**src/rtl/color_class_det.sv**
```systemverilog
// ============================================================================
// color_class_det
// ----------------------------------------------------------------------------
// Classifies each video frame by its dominant colour. Every valid HSV pixel
// in a frame is binned into an achromatic class (0) or one of NUM_HUE_BINS
// hue classes (1..NUM_HUE_BINS). At the next frame sync the bin counters are
// scanned. The winning class is reported with a one-cycle pulse. If the
// winning count is below MIN_PIXELS, the report is 7 (NONE).
//
// Optional feature macro: COLOR_CLASS_DET_STATS_EN
//   defined   : frame_pix_o reports the per-frame pixel total, and drop_o
//               tracks ignored pixels and ignored frame syncs.
//   undefined : frame_pix_o and drop_o are tied to zero.
//
// Ports
//   sys_clk        in   rising-edge clock
//   sys_rst        in   synchronous active-high reset
//   hsv_h          in   [8:0] hue in degrees (values above 359 clamp to 359)
//   hsv_s          in   [8:0] saturation
//   hsv_v          in   [7:0] value
//   hsv_hs         in   line sync (registered only)
//   hsv_vs         in   frame sync; its rising edge closes a frame
//   hsv_de         in   pixel valid
//   color_o        out  [2:0] frame class code (0 achromatic, 1..N hue, 7 none)
//   color_valid_o  out  one-cycle pulse when color_o updates
//   max_count_o    out  [CNT_WIDTH-1:0] count of the winning class
//   frame_pix_o    out  [CNT_WIDTH-1:0] pixels counted in the reported frame
//   drop_o         out  sticky flag: a pixel or frame sync was ignored
// ============================================================================
module color_class_det #(
    parameter int NUM_HUE_BINS  = 6,
    parameter int HUE_BIN_WIDTH = 60,
    parameter int HUE_OFFSET    = 30,
    parameter int S_MIN         = 64,
    parameter int V_MIN         = 40,
    parameter int CNT_WIDTH     = 24,
    parameter int MIN_PIXELS    = 1024
) (
    input  logic                 sys_clk,
    input  logic                 sys_rst,
    input  logic [8:0]           hsv_h,
    input  logic [8:0]           hsv_s,
    input  logic [7:0]           hsv_v,
    input  logic                 hsv_hs,
    input  logic                 hsv_vs,
    input  logic                 hsv_de,
    output logic [2:0]           color_o,
    output logic                 color_valid_o,
    output logic [CNT_WIDTH-1:0] max_count_o,
    output logic [CNT_WIDTH-1:0] frame_pix_o,
    output logic                 drop_o
);

    localparam int                   NUM_CLASSES = NUM_HUE_BINS + 1;
    localparam logic [2:0]           CLASS_NONE  = 3'd7;
    localparam logic [2:0]           LAST_CLASS  = 3'(NUM_HUE_BINS);
    localparam logic [9:0]           OFFSET_MOD  = 10'(HUE_OFFSET % 360);
    localparam logic [CNT_WIDTH-1:0] CNT_MAX     = {CNT_WIDTH{1'b1}};
    localparam logic [CNT_WIDTH-1:0] CNT_ONE     = {{(CNT_WIDTH-1){1'b0}}, 1'b1};

    typedef enum logic [2:0] {
        ST_IDLE,
        ST_ACCUM,
        ST_DRAIN,
        ST_SCAN,
        ST_REPORT
    } state_t;

    state_t               state;
    logic                 vs_q;
    logic                 hs_q;
    logic                 vs_rise;
    logic                 drain_cnt;
    logic [2:0]           scan_idx;
    logic [2:0]           best_cls;
    logic [CNT_WIDTH-1:0] best_cnt;
    logic                 scan_last;

    logic [8:0]           h_clamped;
    logic [9:0]           h_sum;
    logic [9:0]           hh;
    logic [2:0]           hue_bin;
    logic                 achromatic;
    logic [2:0]           pix_class;

    logic                 s1_valid;
    logic [2:0]           s1_class;
    logic [CNT_WIDTH-1:0] bin_cnt [NUM_CLASSES];

    logic [CNT_WIDTH-1:0] scan_cnt;
    logic                 scan_better;
    logic [CNT_WIDTH-1:0] new_best_cnt;
    logic [2:0]           new_best_cls;
    logic                 below_min;

    assign vs_rise   = hsv_vs & ~vs_q;
    assign scan_last = (state == ST_SCAN) && (scan_idx == LAST_CLASS);

    // Pixel classification. The hue is rotated by HUE_OFFSET so that reds on
    // both sides of 0 degrees fall in the same bin. The bin index then comes
    // from a chain of threshold compares. The thresholds rise monotonically,
    // so the last one passed is floor(hh / width). Clamping to the top bin is
    // automatic because no threshold exists above it.
    always_comb begin
        h_clamped = (hsv_h > 9'd359) ? 9'd359 : hsv_h;
        h_sum     = {1'b0, h_clamped} + OFFSET_MOD;
        hh        = (h_sum >= 10'd360) ? (h_sum - 10'd360) : h_sum;
        hue_bin   = 3'd0;
        for (int k = 1; k < NUM_HUE_BINS; k++) begin
            if (int'(hh) >= k * HUE_BIN_WIDTH) begin
                hue_bin = 3'(k);
            end
        end
        achromatic = (hsv_s < 9'(S_MIN)) || (hsv_v < 8'(V_MIN));
        pix_class  = achromatic ? 3'd0 : (hue_bin + 3'd1);
    end

    // Stage 1: register the class of each pixel accepted during ACCUM.
    // Pixels arriving in any other state never enter the pipeline.
    always_ff @(posedge sys_clk) begin
        if (sys_rst) begin
            s1_valid <= 1'b0;
            s1_class <= 3'd0;
        end else begin
            s1_valid <= hsv_de && (state == ST_ACCUM);
            s1_class <= pix_class;
        end
    end

    // Stage 2: saturating increment of the counter for the registered class.
    // REPORT clears every counter so the next frame starts from zero.
    always_ff @(posedge sys_clk) begin
        if (sys_rst || (state == ST_REPORT)) begin
            for (int i = 0; i < NUM_CLASSES; i++) begin
                bin_cnt[i] <= '0;
            end
        end else begin
            for (int i = 0; i < NUM_CLASSES; i++) begin
                if (s1_valid && (s1_class == 3'(i)) && (bin_cnt[i] != CNT_MAX)) begin
                    bin_cnt[i] <= bin_cnt[i] + CNT_ONE;
                end
            end
        end
    end

    // Running maximum for SCAN. The compare is strict, so on equal counts
    // the class visited first (the lowest index) keeps the lead.
    always_comb begin
        scan_cnt = '0;
        for (int i = 0; i < NUM_CLASSES; i++) begin
            if (scan_idx == 3'(i)) begin
                scan_cnt = bin_cnt[i];
            end
        end
        scan_better  = (scan_idx == 3'd0) || (scan_cnt > best_cnt);
        new_best_cnt = scan_better ? scan_cnt : best_cnt;
        new_best_cls = scan_better ? scan_idx : best_cls;
        below_min    = 64'(new_best_cnt) < 64'(MIN_PIXELS);
    end

    // Frame control FSM. The outputs are loaded on the edge that enters
    // REPORT, so color_valid_o is high exactly during the REPORT cycle. The
    // latency from the detected vsync rise is 2 DRAIN cycles, plus
    // NUM_HUE_BINS+1 SCAN cycles, plus 1.
    always_ff @(posedge sys_clk) begin
        if (sys_rst) begin
            state         <= ST_IDLE;
            vs_q          <= 1'b0;
            hs_q          <= 1'b0;
            drain_cnt     <= 1'b0;
            scan_idx      <= 3'd0;
            best_cnt      <= '0;
            best_cls      <= 3'd0;
            color_o       <= CLASS_NONE;
            color_valid_o <= 1'b0;
            max_count_o   <= '0;
        end else begin
            vs_q          <= hsv_vs;
            hs_q          <= hsv_hs;
            color_valid_o <= 1'b0;
            case (state)
                ST_IDLE: begin
                    if (vs_rise) begin
                        state <= ST_ACCUM;
                    end
                end
                ST_ACCUM: begin
                    if (vs_rise) begin
                        state     <= ST_DRAIN;
                        drain_cnt <= 1'b0;
                    end
                end
                ST_DRAIN: begin
                    drain_cnt <= 1'b1;
                    if (drain_cnt) begin
                        state    <= ST_SCAN;
                        scan_idx <= 3'd0;
                    end
                end
                ST_SCAN: begin
                    best_cnt <= new_best_cnt;
                    best_cls <= new_best_cls;
                    scan_idx <= scan_idx + 3'd1;
                    if (scan_last) begin
                        state         <= ST_REPORT;
                        color_o       <= below_min ? CLASS_NONE : new_best_cls;
                        max_count_o   <= new_best_cnt;
                        color_valid_o <= 1'b1;
                    end
                end
                ST_REPORT: begin
                    state <= ST_ACCUM;
                end
                default: begin
                    state <= ST_IDLE;
                end
            endcase
        end
    end

`ifdef COLOR_CLASS_DET_STATS_EN
    logic [CNT_WIDTH-1:0] pix_total;
    logic                 drop_frame;
    logic                 busy;
    logic                 drop_evt;

    assign busy     = (state == ST_DRAIN) || (state == ST_SCAN) || (state == ST_REPORT);
    assign drop_evt = busy && (hsv_de || vs_rise);

    // Frame statistics. pix_total follows the counted pixels. The drop flag
    // is sticky. REPORT clears it only when the frame that just closed had
    // no ignored input during DRAIN or SCAN.
    always_ff @(posedge sys_clk) begin
        if (sys_rst) begin
            pix_total   <= '0;
            frame_pix_o <= '0;
            drop_o      <= 1'b0;
            drop_frame  <= 1'b0;
        end else begin
            if (state == ST_REPORT) begin
                pix_total <= '0;
            end else if (s1_valid && (pix_total != CNT_MAX)) begin
                pix_total <= pix_total + CNT_ONE;
            end

            if (scan_last) begin
                frame_pix_o <= pix_total;
            end

            if (state == ST_REPORT) begin
                drop_o     <= drop_frame | drop_evt;
                drop_frame <= 1'b0;
            end else if (drop_evt) begin
                drop_o     <= 1'b1;
                drop_frame <= 1'b1;
            end
        end
    end
`else
    assign frame_pix_o = '0;
    assign drop_o      = 1'b0;
`endif

endmodule

```
**config.mk**
```make
export PLATFORM = sky130hd
export DESIGN_NAME = color_class_det
export DESIGN_NICKNAME = d
export VERILOG_FILES = /design/src/rtl/color_class_det.sv
export SDC_FILE = /design/constraint.sdc
export NUM_CORES = 1
export LEC_CHECK = 0
export ABC_CLOCK_PERIOD_IN_PS = 4650
export BUFFER_PORTS_ARGS = -buffer_cell sky130_fd_sc_hd__buf_4
export CAP_MARGIN = 15
export CORE_ASPECT_RATIO = 1.25
export CORE_MARGIN = 4
export CORE_UTILIZATION = 30
export CTS_BUF_LIST = sky130_fd_sc_hd__clkbuf_4 sky130_fd_sc_hd__clkbuf_8
export CTS_CLUSTER_DIAMETER = 120
export DETAILED_ROUTE_END_ITERATION = 10
export PLACE_DENSITY_LB_ADDON = 0.15
export SKIP_LAST_GASP = 1
export SYNTH_ARGS = -nofsm -noshare
export SYNTH_HDL_FRONTEND = slang
export SYNTH_SLANG_ARGS = --single-unit
```
**constraint.sdc**
```tcl
create_clock -name sys_clk -period 4.65 [get_ports sys_clk]
set_clock_uncertainty 0.1 [all_clocks]
set_input_delay 0.6975 -clock sys_clk [delete_from_list [all_inputs] [get_ports sys_clk]]
set_output_delay 0.6975 -clock sys_clk [all_outputs]
set_load 0.01 [all_outputs]
```
==> results of run 1 <==
-- final timing paths --
path | slack, ns | to | from | cells past startpoint
worst min register to register | 0.36 | max_count_o[15] | max_count_o[15] | 2
worst max register to register | 0.12 | color_o[1] | scan_idx[1] | 23
worst max-delay path | 0.12 | color_o[1] | scan_idx[1] | 23
worst min-delay path | 0.23 | vs_q | hsv_vs | 2
-- cell families after synthesis --
kind of cell    after synthesis  share of synthesized area
other cells                   1                  0.0002583
mux                           7                   0.005257
xor+xnor                    152                    0.09171
buf+inv                     164                    0.05283
compound gates              286                     0.1418
fa+ha+maj                    40                    0.03448
simple gates                737                     0.2338
flops                       235                     0.4399
-- cell usage after synthesis (6+ instances only) --
| cell type | count | area share |
|---|---|---|
| nand3b_1 | 8 | 0.0041 |
| edfxtp_1 | 168 | 0.35 |
| o311ai_0 | 11 | 0.0066 |
| clkbuf_1 | 49 | 0.013 |
| and4_1 | 12 | 0.0072 |
| nand4_1 | 31 | 0.013 |
| nor3_1 | 18 | 0.0062 |
| and2_1 | 15 | 0.0065 |
| nor4_1 | 6 | 0.0026 |
| a31oi_1 | 13 | 0.0056 |
| a211oi_1 | 17 | 0.0088 |
| a21o_1 | 13 | 0.0067 |
| o22ai_1 | 7 | 0.0030 |
| and3_1 | 34 | 0.015 |
| xnor2_1 | 51 | 0.031 |
| xor2_1 | 101 | 0.061 |
| nand2_1 | 180 | 0.047 |
| nor2b_1 | 16 | 0.0069 |
| nand2b_1 | 6 | 0.0026 |
| dfxtp_1 | 67 | 0.092 |
| a221oi_1 | 19 | 0.011 |
| ha_1 | 40 | 0.034 |
| or3_1 | 13 | 0.0056 |
| buf_4 | 27 | 0.014 |
| nand3_1 | 102 | 0.035 |
| o31ai_1 | 6 | 0.0031 |
| nor2_1 | 277 | 0.072 |
| a21oi_1 | 67 | 0.023 |
| a311oi_1 | 18 | 0.011 |
| o21ai_0 | 36 | 0.012 |
| o211ai_1 | 20 | 0.010 |
| buf_2 | 28 | 0.0097 |
| inv_1 | 54 | 0.014 |
-- state kept, by name (all words and copies together), names as in the netlist --
name / cells
max_count_o: 24
s1_class: 3
scan_idx: 3
color_o: 3
best_cnt: 24
drain_cnt: 1
vs_q: 1
best_cls: 3
s1_valid: 1
state: 3
bin_cnt: 168
color_valid_o: 1
-- layout make-up --
type	instances	area share
diodes	1	0.0001424
clock buffers	64	0.04513
clock inverters	19	0.006264
inverters	56	0.01196
multi-input cells	1247	0.4446
flip-flops and latches	235	0.3635
well taps	637	0.04534
repair buffers	181	0.08307
-- worst max-delay path: stages (launching register included) --
cell and delay [ns]:
dfxtp_2 0.33, buf_4 0.14, ha_1 0.18, ha_2 0.22, buf_4 0.15, buf_4 0.22
o311ai_4 0.35, buf_4 0.16, o211ai_1 0.19, a21oi_2 0.27, ha_1 0.27, nor2b_1 0.13
o21a_1 0.16, o21ai_0 0.19, a21oi_2 0.10, o31ai_4 0.24, a22oi_4 0.12, buf_4 0.18
nor2_4 0.12, buf_12 0.14, buf_12 0.12, a211oi_2 0.06, buf_4 0.16, a31oi_1 0.14
-- stage by stage --
stage	hold WS, ns	std cells	setup WS (ns)
global route	0.2270	2440	-0.02664
detailed placement	0.3494	2350	-0.4874
global placement	0.3485	2350	-0.5315
CTS	0.1814	2433	0.001677
floorplan	0.3366	1646	0.1262
finish	0.2308	2440	0.1178
-- timing repair --
item / CTS / global route
resized for setup: 36 / 54
buffers inserted: 0 / 4
cloned: 0 / 2
endpoints found under the setup margin: 54 / 54
pin swaps: 0 / 15
-- cells in the final DEF, fill, tap and decap left out, drive strengths merged, types with 20 or more instances in the layout --
cell | netlist | routed
o21ai | 40 | 40
and3 | 34 | 34
nor2 | 278 | 278
a21oi | 68 | 68
buf | 59 | 179
xor2 | 101 | 101
conb | 1 | 25
xnor2 | 51 | 51
clkbuf | 49 | 66
nand3 | 102 | 102
nand2 | 180 | 180
o211ai | 20 | 20
dfxtp | 67 | 67
nand4 | 31 | 31
edfxtp | 168 | 168
a221oi | 20 | 20
inv | 55 | 56
ha | 40 | 40
-- metal layers --
| metal | global-route usage | wire length, µm | up-vias |
|---|---|---|---|
| met5 | 0 | 0 | - |
| met3 | 0.02719 | 1596 | 75 |
| met1 | 0.2056 | 18980 | 5950 |
| li1 | - | - | 6074 |
| met4 | 0.05573 | 1334 | 0 |
| met2 | 0.2887 | 22220 | 244 |
-- report_power, final --
part	switching, W	leakage, nW	total [W]	internal [W]
Combinational	0.000288	3.48	0.000510	0.000221
Sequential	0.000101	2.28	0.00242	0.00232
Clock	0.000956	0.481	0.00211	0.00115
Total	0.00135	6.24	0.00504	0.00369
==> run summary, run 1 <==
Rows = 89
Clk sinks = 235
Fill cells = 4,958
Syn_area_per_cell = 8.950 µm²
Vias in the first global route = 12.08k
Max Cap Viol = 0
Final setup vio count = 0
Clock tree buffer depth = 3
Total Die Area = 51,990 µm²
Multi-input gate area = 7815 µm²
Post-synth EDFFs = 168
Total power = 0.005040 W
Setup CP Type = flop to flop
Synthesized area = 14,520 µm²
Routed Antenna Nets = 0
Inserted Clock Buffers = 45
Final Core Density = 0.3697
Worst endpoint required time = 5.08 ns
Hold-fix buffers, CTS = 0
Slew Viols, Final = 0
Final #Nets = 1,837
Power per cell area = 286.7 nW/µm²
Unique masters post-synth = 85
Initial antenna violation count = 1
Root Driver = clkbuf_8
Max IR drop VDD = 0.0001362 V
Drt wl/cell = 18.09 µm
Min-delay worst type = primary input to flop
Die height = 253.9 µm
Tcrit/Tclk final = 0.9747
DRC = 0
Synth Register Bits = 235
Sequential cell area = 6389 µm²
Worst-Margin Slew = 1.116 ns
Status = complete, no violations
Asr flop ratio synth = 0
Initial DRC Count = 700
Share of layout cells above drive strength 1 = 0.1887
DR vias = 12.34k
Pin count of the biggest net entering global routing = 67
Drt total wl = 44,140 µm
Placement Cell Area = 16,200 µm²
Tot GR Track Use = 0.1646
First-pass GRT wire length = 68,120 µm
Die Span X = 204.8 µm
Grt total ovfl = 0
Ys Warns = 0
Initial Util = 0.3053
Worst-path clk slew = 0.06 ns
Post-Syn Instances = 1,622
Critical path startpoint category = flop
Top_reg_cell synth = edfxtp_1
Leakage = 6.236 nW
Fin Setup TNS = 0 ns
Final min period = 4.532 ns
Htree depth = 2
CP endpoint kind = flop
Design Area, Final = 17,580 µm²
Max FO, Critical Path = 25
Clk Latency, worst-skew pair = 0.61 ns
Fin. Hold Viols = 0
Area Growth Syn to Fin = 21.08%
Placer congestion estimate = 0.8270
Register area share after synthesis = 0.4399
WP data arrival = 4.96 ns
Area of the core = 47,550 µm²
Drt pass-1 iters = 5
Max-slew headroom = 0.2540
Fmax = 220.6 MHz
Vias per cell = 5.059
Ports = 84
TritonCTS clock tree = done
IO buf count = 48
Dpl hpwl = 32,050 µm
Note: power is estimated with default switching activity, not from simulation.
==> run 2, diff against run 1 <==
--- a/config.mk
+++ b/config.mk
@@ -10,7 +10,7 @@
 export CAP_MARGIN = 15
 export CORE_ASPECT_RATIO = 1.25
 export CORE_MARGIN = 4
-export CORE_UTILIZATION = 30
+export CORE_UTILIZATION = 58
 export CTS_BUF_LIST = sky130_fd_sc_hd__clkbuf_4 sky130_fd_sc_hd__clkbuf_8
 export CTS_CLUSTER_DIAMETER = 120
 export DETAILED_ROUTE_END_ITERATION = 10
==> run 2 against run 1 <==
Effect of this change:
- worst setup slack gained 0.10 ns
- worst hold slack improved by 0.061 ns
- final cell count fell by 16%
- design area fell by 6.9%
- sequential cell count did not move
- largest power group unchanged
- highest routed layer unchanged
==> run summary, run 2 (same netlist as run 1, synthesis figures left out) <==
Status = complete, no violations
Final Core Density = 0.6656 (+0.2959)
Htree depth = 2 (unchanged)
Routed Antenna Nets = 0 (unchanged)
Fmax = 225.7 MHz (+2.3%)
Critical path startpoint category = flop
Max Cap Viol = 0 (unchanged)
Root Driver = clkbuf_8
Hold path endpoint = vs_q
Grt total ovfl = 0 (unchanged)
Postcts setup bufs = 0 (unchanged)
Placer congestion estimate = 0.8987 (+8.7%)
Setup CP Type = flop to flop
Area Growth Syn to Fin = 12.71%
Critical path depth in cells = 19 (-17%)
R2R Setup Slk = 0.22 ns (+0.10 ns)
Share of layout cells above drive strength 1 = 0.1363 (-0.05237)
Clk sinks = 235 (unchanged)
Max FO, Critical Path = 30 (+20%)
Slew Viols, Final = 0 (unchanged)
Drt wl/cell = 17.49 µm (-3.3%)
Hold Path Origin = hsv_vs
Largest register by flop count = bin_cnt
Clock tree buffer depth = 3 (unchanged)
Die height = 184.9 µm (-27%)
DRC = 0 (unchanged)
CP delay by family, top = compound AO/OA/AOI/OAI gates
Max IR drop VDD = 0.0002000 V (+47%)
Regs by FF count = bin_cnt: 168 flops, best_cnt: 24 flops, max_count_o: 24 flops
Worst Reg2Reg Path Length in Cells = 19 (-17%)
Initial DRC Count = 805 (+15%)
Most common cell after layout, fill and taps aside = nor2_1
Critical path's slowest cell = a2111oi_4
Min Hold Slack = 0.2914 ns (+0.06053 ns)
Min-delay worst type = primary input to flop
Clk Latency, worst-skew pair = 0.55 ns (-0.06 ns)
Ports = 84 (unchanged)
Buffers and inverters on the worst path = 4 (-4)
Critical Path Max Stage Delay = 0.46 ns (+0.11 ns)
Total Die Area = 27,640 µm² (-47%)
Dpl hpwl = 26,270 µm (-18%)
WP data arrival = 4.81 ns (-0.15 ns)
CP Cell Sequence = inv_1 > ha_1 > buf_12 > nand2_1 > o211ai_1 > o211ai_1 > a31oi_2 > ha_1 > a21o_1 > a21o_1 > a2111oi_2 > nor3_1 > a2111oi_4 > a22oi_4 > buf_4 > o21ai_4 > buf_12 > mux2_2 > nor2_1
Initial antenna violation count = 0 (-1)
Fin Setup TNS = 0 ns (unchanged)
CP endpoint kind = flop
Final min period = 4.432 ns (-0.1007 ns)
Rows = 64 (-28%)
Die Span X = 149.5 µm (-27%)
IO buf count = 48 (unchanged)
Tcrit/Tclk final = 0.9530 (-0.02165)
Final setup vio count = 0 (unchanged)
Ant diodes = 0 (-1)
Commonest non-fill, non-tap cells in the layout = 275 x nor2_1, 179 x nand2_1, 168 x edfxtp_1
Vias per cell = 5.922 (+17%)
Initial Util = 0.5905 (+0.2852)
Final #Nets = 1,764 (-4.0%)
FF-to-FF Start = scan_idx[0]
Drt total wl = 35,920 µm (-19%)
Worst-path clk slew = 0.06 ns (about the same)
Max-slew headroom = 0.3155 (+0.06148)
Drt pass-1 iters = 5 (unchanged)
DR vias = 12.16k (-1.5%)
Leakage = 5.786 nW (-7.2%)
Inserted Clock Buffers = 40 (-11%)
Pin count of the biggest net entering global routing = 67 (unchanged)
R2r endpoint = best_cnt[0]
Tot GR Track Use = 0.2588 (+0.09426)
Unrepaired setup endpoints after global routing = no
Fin. Hold Viols = 0 (unchanged)
First-pass GRT wire length = 58,250 µm (-14%)
Worst-Margin Slew = 1.027 ns (-0.08952 ns)
Vias in the first global route = 11.72k (-3.0%)
TritonCTS clock tree = done
Worst endpoint required time = 5.02 ns (-0.06 ns)
Hold depth = 2 (unchanged)
Largest register FFs = 168 (unchanged)
Area of the core = 24,580 µm² (-48%)
Power per cell area = 291.3 nW/µm² (+1.6%)
[run 2: what timing repair did]
| item | CTS | global route |
|---|---|---|
| hold endpoints to repair | 0 | 0 |
| resized for setup | 4 | 46 |
| endpoints found under the setup margin | 8 | 54 |
| gates cloned | 0 | 0 |
| hold buffers | 0 | 0 |
| pin swaps | 0 | 4 |
[run 2: where the power goes]
group	internal, W	leakage, nW	switching (W)
Combinational	0.000178	3.09	0.000252
Clock	0.00106	0.420	0.000868
Sequential	0.00232	2.28	0.0000952
Total	0.00355	5.79	0.00122
[run 2: final cells by class]
type                       instances  area (µm²)
fill                            2044        8222
timing repair buffer             113       925.9
sequential                       235        6389
clock buffer                      55       675.6
tap                              330       412.9
clock inverter                    18       136.4
multi-input combinational       1247        7609
inverter                          56       214.0
[run 2: per-stage QoR]
stage / setup WS (ns) / instance area [µm²] / total power [W] / instances
floorplan: 0.1262 / 14610 / 0.002741 / 1646
global placement: -0.002965 / 15390 / 0.002857 / 1981
detailed placement: -0.003712 / 15390 / 0.002868 / 1981
CTS: 0.01713 / 16210 / 0.004785 / 2054
global route: 0.005237 / 16360 / 0.004952 / 2054
finish: 0.2184 / 16360 / 0.004767 / 2054
[run 2: how the worst max path moves through the flow]
stage	start	end	slack, ns
finish	scan_idx[0]	best_cnt[0]	0.22
global route	scan_idx[0]	max_count_o[17]	0.005
detailed placement	scan_idx[0]	best_cnt[18]	-0.004
global placement	scan_idx[0]	best_cnt[0]	-0.003
floorplan	scan_idx[2]	max_count_o[15]	0.13
CTS	scan_idx[0]	max_count_o[20]	0.02
[run 2: routing by layer]
metal,track usage,vias to the layer above,share of wire
met5,0,-,0
met4,0.1004,0,0.035
met3,0.03402,94,0.060
met2,0.4553,421,0.50
met1,0.3241,5739,0.40
li1,-,5909,-
